--- src/rtl/jk_counter_sequencer.sv ---
// Sequences a WIDTH-bit JK-style counter from its start value to a latched target,
// exporting the per-bit toggle mask applied each cycle so a mirrored JK bank can track it.
module jk_counter_sequencer #(
  parameter int WIDTH = 3
) (
  input  logic             clk,
  input  logic             rst,
  input  logic             start,
  input  logic             up_dn,
  input  logic [WIDTH-1:0] target,
  input  logic             pause,
  input  logic             abort,
  output logic [WIDTH-1:0] count,
  output logic [WIDTH-1:0] jk_j,
  output logic [WIDTH-1:0] jk_k,
  output logic             busy,
  output logic             done
);

  typedef enum logic [1:0] {
    S_IDLE = 2'd0,
    S_RUN  = 2'd1,
    S_DONE = 2'd2
  } state_t;

  state_t           state_q, state_d;
  logic [WIDTH-1:0] count_q, count_d;
  logic [WIDTH-1:0] tgt_q, tgt_d;
  logic             dir_q, dir_d;
  logic             busy_q, busy_d;
  logic             done_q, done_d;
  logic [WIDTH-1:0] mask_s;
  logic [WIDTH-1:0] jk_s;
  logic             step_s;

  // Ripple toggle mask: bit i flips when every lower bit is 1 (up) or 0 (down).
  always_comb begin
    logic chain_v;
    chain_v = 1'b1;
    mask_s  = '0;
    for (int i = 0; i < WIDTH; i++) begin
      mask_s[i] = chain_v;
      chain_v   = chain_v & (dir_q ? count_q[i] : ~count_q[i]);
    end
  end

  // A step is applied only in RUN when not aborting, not matched and not paused.
  always_comb begin
    step_s = (state_q == S_RUN) && !abort && (count_q != tgt_q) && !pause;
    if (step_s) begin
      jk_s = mask_s;
    end else begin
      jk_s = '0;
    end
  end

  // Next-state and registered-output logic.
  always_comb begin
    state_d = state_q;
    count_d = count_q;
    tgt_d   = tgt_q;
    dir_d   = dir_q;
    busy_d  = busy_q;
    done_d  = 1'b0;
    case (state_q)
      S_IDLE: begin
        if (start) begin
          tgt_d   = target;
          dir_d   = up_dn;
          count_d = up_dn ? {WIDTH{1'b0}} : {WIDTH{1'b1}};
          state_d = S_RUN;
          busy_d  = 1'b1;
        end else begin
          busy_d  = 1'b0;
        end
      end
      S_RUN: begin
        if (abort) begin
          state_d = S_IDLE;
          busy_d  = 1'b0;
        end else if (count_q == tgt_q) begin
          state_d = S_DONE;
          busy_d  = 1'b0;
          done_d  = 1'b1;
        end else begin
          count_d = count_q ^ jk_s;
          busy_d  = 1'b1;
        end
      end
      S_DONE: begin
        state_d = S_IDLE;
        busy_d  = 1'b0;
      end
      default: begin
        state_d = S_IDLE;
        busy_d  = 1'b0;
      end
    endcase
  end

  // State and datapath registers.
  always_ff @(posedge clk or posedge rst) begin
    if (rst) begin
      state_q <= S_IDLE;
      count_q <= '0;
      tgt_q   <= '0;
      dir_q   <= 1'b0;
      busy_q  <= 1'b0;
      done_q  <= 1'b0;
    end else begin
      state_q <= state_d;
      count_q <= count_d;
      tgt_q   <= tgt_d;
      dir_q   <= dir_d;
      busy_q  <= busy_d;
      done_q  <= done_d;
    end
  end

  assign count = count_q;
  assign jk_j  = jk_s;
  assign jk_k  = jk_s;
  assign busy  = busy_q;
  assign done  = done_q;

endmodule

--- config.mk ---
export PLATFORM = sky130hd
export DESIGN_NAME = jk_counter_sequencer
export DESIGN_NICKNAME = d
export VERILOG_FILES = /design/src/rtl/jk_counter_sequencer.sv
export SDC_FILE = /design/constraint.sdc
export NUM_CORES = 1
export LEC_CHECK = 0
export CORE_MARGIN = 10
export CORE_UTILIZATION = 39
export DETAILED_ROUTE_END_ITERATION = 8
export GPL_TIMING_DRIVEN = 0
export MAX_ROUTING_LAYER = met4
export PLACE_DENSITY = 0.69
export SLEW_MARGIN = 40
export SYNTH_ARGS = -nofsm -noshare
export SYNTH_HDL_FRONTEND = slang
export SYNTH_SLANG_ARGS = --single-unit
--- constraint.sdc ---
create_clock -name clk -period 1.8 [get_ports clk]
set_input_delay 0.18 -clock clk [delete_from_list [all_inputs] [get_ports clk]]
set_output_delay 0.18 -clock clk [all_outputs]
set_load 0.03 [all_outputs]
==> impl_metrics.toml <==
[logic_synthesis]
synth_fa_ha_area_share_pct = 0
synth_nets = 68
synth_seq_cells = 11
muxShareOfSynthArea_pct = 7.20
synth-xor-area-share_pct = 5.60
synth_cells = 59
ys_warn_count = 0
synth_top_family_by_area = "compound AO/OA/AOI/OAI gates"
synth_cell_types = 27
synth_seq_area_share_pct = 44.0
synth_area_per_cell_um2 = 10.6
synth_compound_area_share_pct = 19.2
synthSimpleGateAreaFrac_pct = 13.2
syn-cell-area_um2 = 626

[timing]
hold_viol_final = 0
max_freq_ghz = 0.508
slew_headroom_pct = 69.7
rsz0062_at_grt = "true"
tightest_slew_ps = 455
fin_skew_ps = 0.670
fin_crit_sh_pct = 109
drv_slew = 0
setup_ws_ps = -167
period_needed_ps = 1970
finalSetupViolCount = 8

[global_route]
busiest_layer = "met2"
grt_max_degree = 12
use_met2_pct = 14.7
grt_pass1_wl_um = 2290
grt-ovfl-total = 0
grtUsageMet1_pct = 8.39
grt.total_usage_pct = 8.18
grt_pass1_vias = 542
grtUsageMet3_pct = 3.18
antenna_found_initial = 0

[place]
placed_cell_area_um2 = 860
dp_hpwl_um = 1140
numPortBuffers = 19
placedCellCount = 94
gp_congestion = 0.786

[cts]
cts_tree = "yes"
clk_pin_slew_ps = 60
cts_root_buffer = "clkbuf_4"
htree_levels = 1
clock_latency_ps = 260
numCtsBuffers = 3
cts.sinks = 11
clockBufferDepth = 2

[finish]
multiInputGateArea_um2 = 312
post-route-util_pct = 62.0
final_area_um2 = 933
seq_area_um2 = 277
fillers = 144
fin_nets = 95
diodes = 0
layout.cells.non_filler = 101
area_delta_synth_final_pct = 49.2
drive_above_1_share_pct = 37.6

[hold_path]
hold_class = "in -> async"

[worst_setup_path]
r2r_cells = 6
required_ps = 1620
cp_max_fo = 5
reg2reg_slack_ps = -30
critPathKind = "reg -> out"
critPathLaunchType = "flip-flop"
worstPathArrival_ps = 1790
cp-end-kind = "primary output"

[power]
ir_drop_v = 0.000826
pwr_density_cell_mw_per_mm2 = 1720
power_mw = 1.60
cellLeakagePower_nw = 0.400

[route]
post_drt_wl_per_cell_um = 14.1
first_iter_violations = 1
totalWireLength_um = 1420
vias = 523
drt_pre_antenna_iters = 2
drc = 0
antenna_left = 0
avgViaCountPerCell = 5.18

[floorplan]
chipHeight_um = 60.1
core_area_mm2 = 0.00151
die_x_um = 60.1
die_area_mm2 = 0.00361
start_util_pct = 41.5
rows = 14
ios = 20

[job]
cap_violations = 0

[run_status]
violations = "setup timing"
outcome = "complete, but fails checks"
[cell families after synthesis]
group | Yosys count
AOI/OAI and AO/OA | 13
DFF | 11
xor gates and xnor gates | 4
muxes | 4
and+or+nand+nor | 15
buffers and inverters | 12
[per-layer routing]
metal	part of all wire [%]	up-vias	wire, um
met1	42	247	599
met3	5.4	0	77
met2	52	13	747
li1	-	263	-
met5	0	-	0
met4	0	0	0
[timing repair]
item	CTS	global route
cloned	0	0
endpoints found under the hold margin	0	0
pin swaps	3	1
hold buffers	0	0
resized for setup	42	4
setup buffers	3	0
setup endpoints to repair	7	8
[report_power, final]
group	total [mW]	internal (mW)	switching [mW]
combinational	0.972	0.460	0.512
clock	0.160	0.0856	0.0742
sequential	0.470	0.358	0.112
total	1.60	0.904	0.698
[critical path, cell delays in order, from the launching register on]
cell and delay, ps:
dfrtp_1 390, or3b_4 390, a311o_1 290, buf_6 140, nor2_4 100, buf_6 100
buf_6 110
[state kept, by name, summed over array words and instances, names as in the netlist]
register,count
busy,1
count,3
dir_q,1
done,1
state_q,2
tgt_q,3
[cell usage after synthesis]
cell type  instances  area, um2
a211oi_2           2       25.0
a2bb2oi_1          1       8.76
a311o_1            1       10.0
a31oi_1            1       6.26
and3_1             1       6.26
buf_1              1       3.75
buf_4              4       30.0
buf_6              1       11.3
clkbuf_1           1       3.75
dfrtp_1           11        275
inv_1              4       15.0
inv_2              1       3.75
mux2_2             4       45.0
nand3_1            1       5.00
nor2_1             5       18.8
nor2b_1            1       6.26
nor3_1             3       15.0
nor3b_1            1       7.51
o21ai_1            2       10.0
o221a_1            2       22.5
o221a_2            2       22.5
o22ai_1            1       6.26
o2bb2ai_1          1       8.76
or2_1              2       12.5
or3b_4             1       11.3
xnor2_1            3       26.3
xor2_1             1       8.76
[layout by cell type, fill, tap and decap left out, types with 2 or more instances in the layout]
master	Yosys	layout
a211oi_2	2	2
o221a_1	2	2
clkbuf_4	0	3
nor2_4	0	2
inv_1	4	4
clkbuf_1	1	2
clkdlybuf4s50_1	0	13
nor3_1	3	3
buf_4	4	4
buf_6	1	10
o221a_2	2	2
xnor2_1	3	2
o21ai_1	2	2
nor2_1	5	3
dfrtp_1	11	10
or2_1	2	2
mux2_2	4	4
[path summary, 6_finish.rpt]
check,startpoint,end
max,state_q[1]$_DFFE_PP0P_,jk_k[1]
min,rst,tgt_q[2]$_DFFE_PP0N_
max reg2reg,state_q[1]$_DFFE_PP0P_,count[2]$_DFFE_PP0P_
min reg2reg,tgt_q[2]$_DFFE_PP0N_,tgt_q[2]$_DFFE_PP0N_
max in group asynchronous,rst,count[0]$_DFFE_PP0P_
min in group clk,target[1],tgt_q[1]$_DFFE_PP0N_
[through the flow]
| step | hold WS [ps] | setup slack [ps] | TNS, ps |
|---|---|---|---|
| final | 201 | -167 | -790 |
| after global routing | 224 | -234 | -1300 |
| after CTS | 211 | -182 | -948 |
| after detailed placement | 498 | -671 | -4190 |
| after global placement | 493 | -663 | -3970 |
| after floorplan | 32.4 | 15.2 | 0 |
[area by class of cell]
| class | instances | share of cell area [%] |
|---|---|---|
| Timing Repair Buffer | 22 | 23.6 |
| Sequential cell | 11 | 29.6 |
| Inverter | 5 | 2.01 |
| Buffer | 7 | 6.43 |
| Clock buffer | 4 | 2.82 |
| Multi-Input combinational cell | 36 | 33.4 |
| Tap cell | 16 | 2.14 |
No activity file was read; power rests on OpenSTA's default activity.
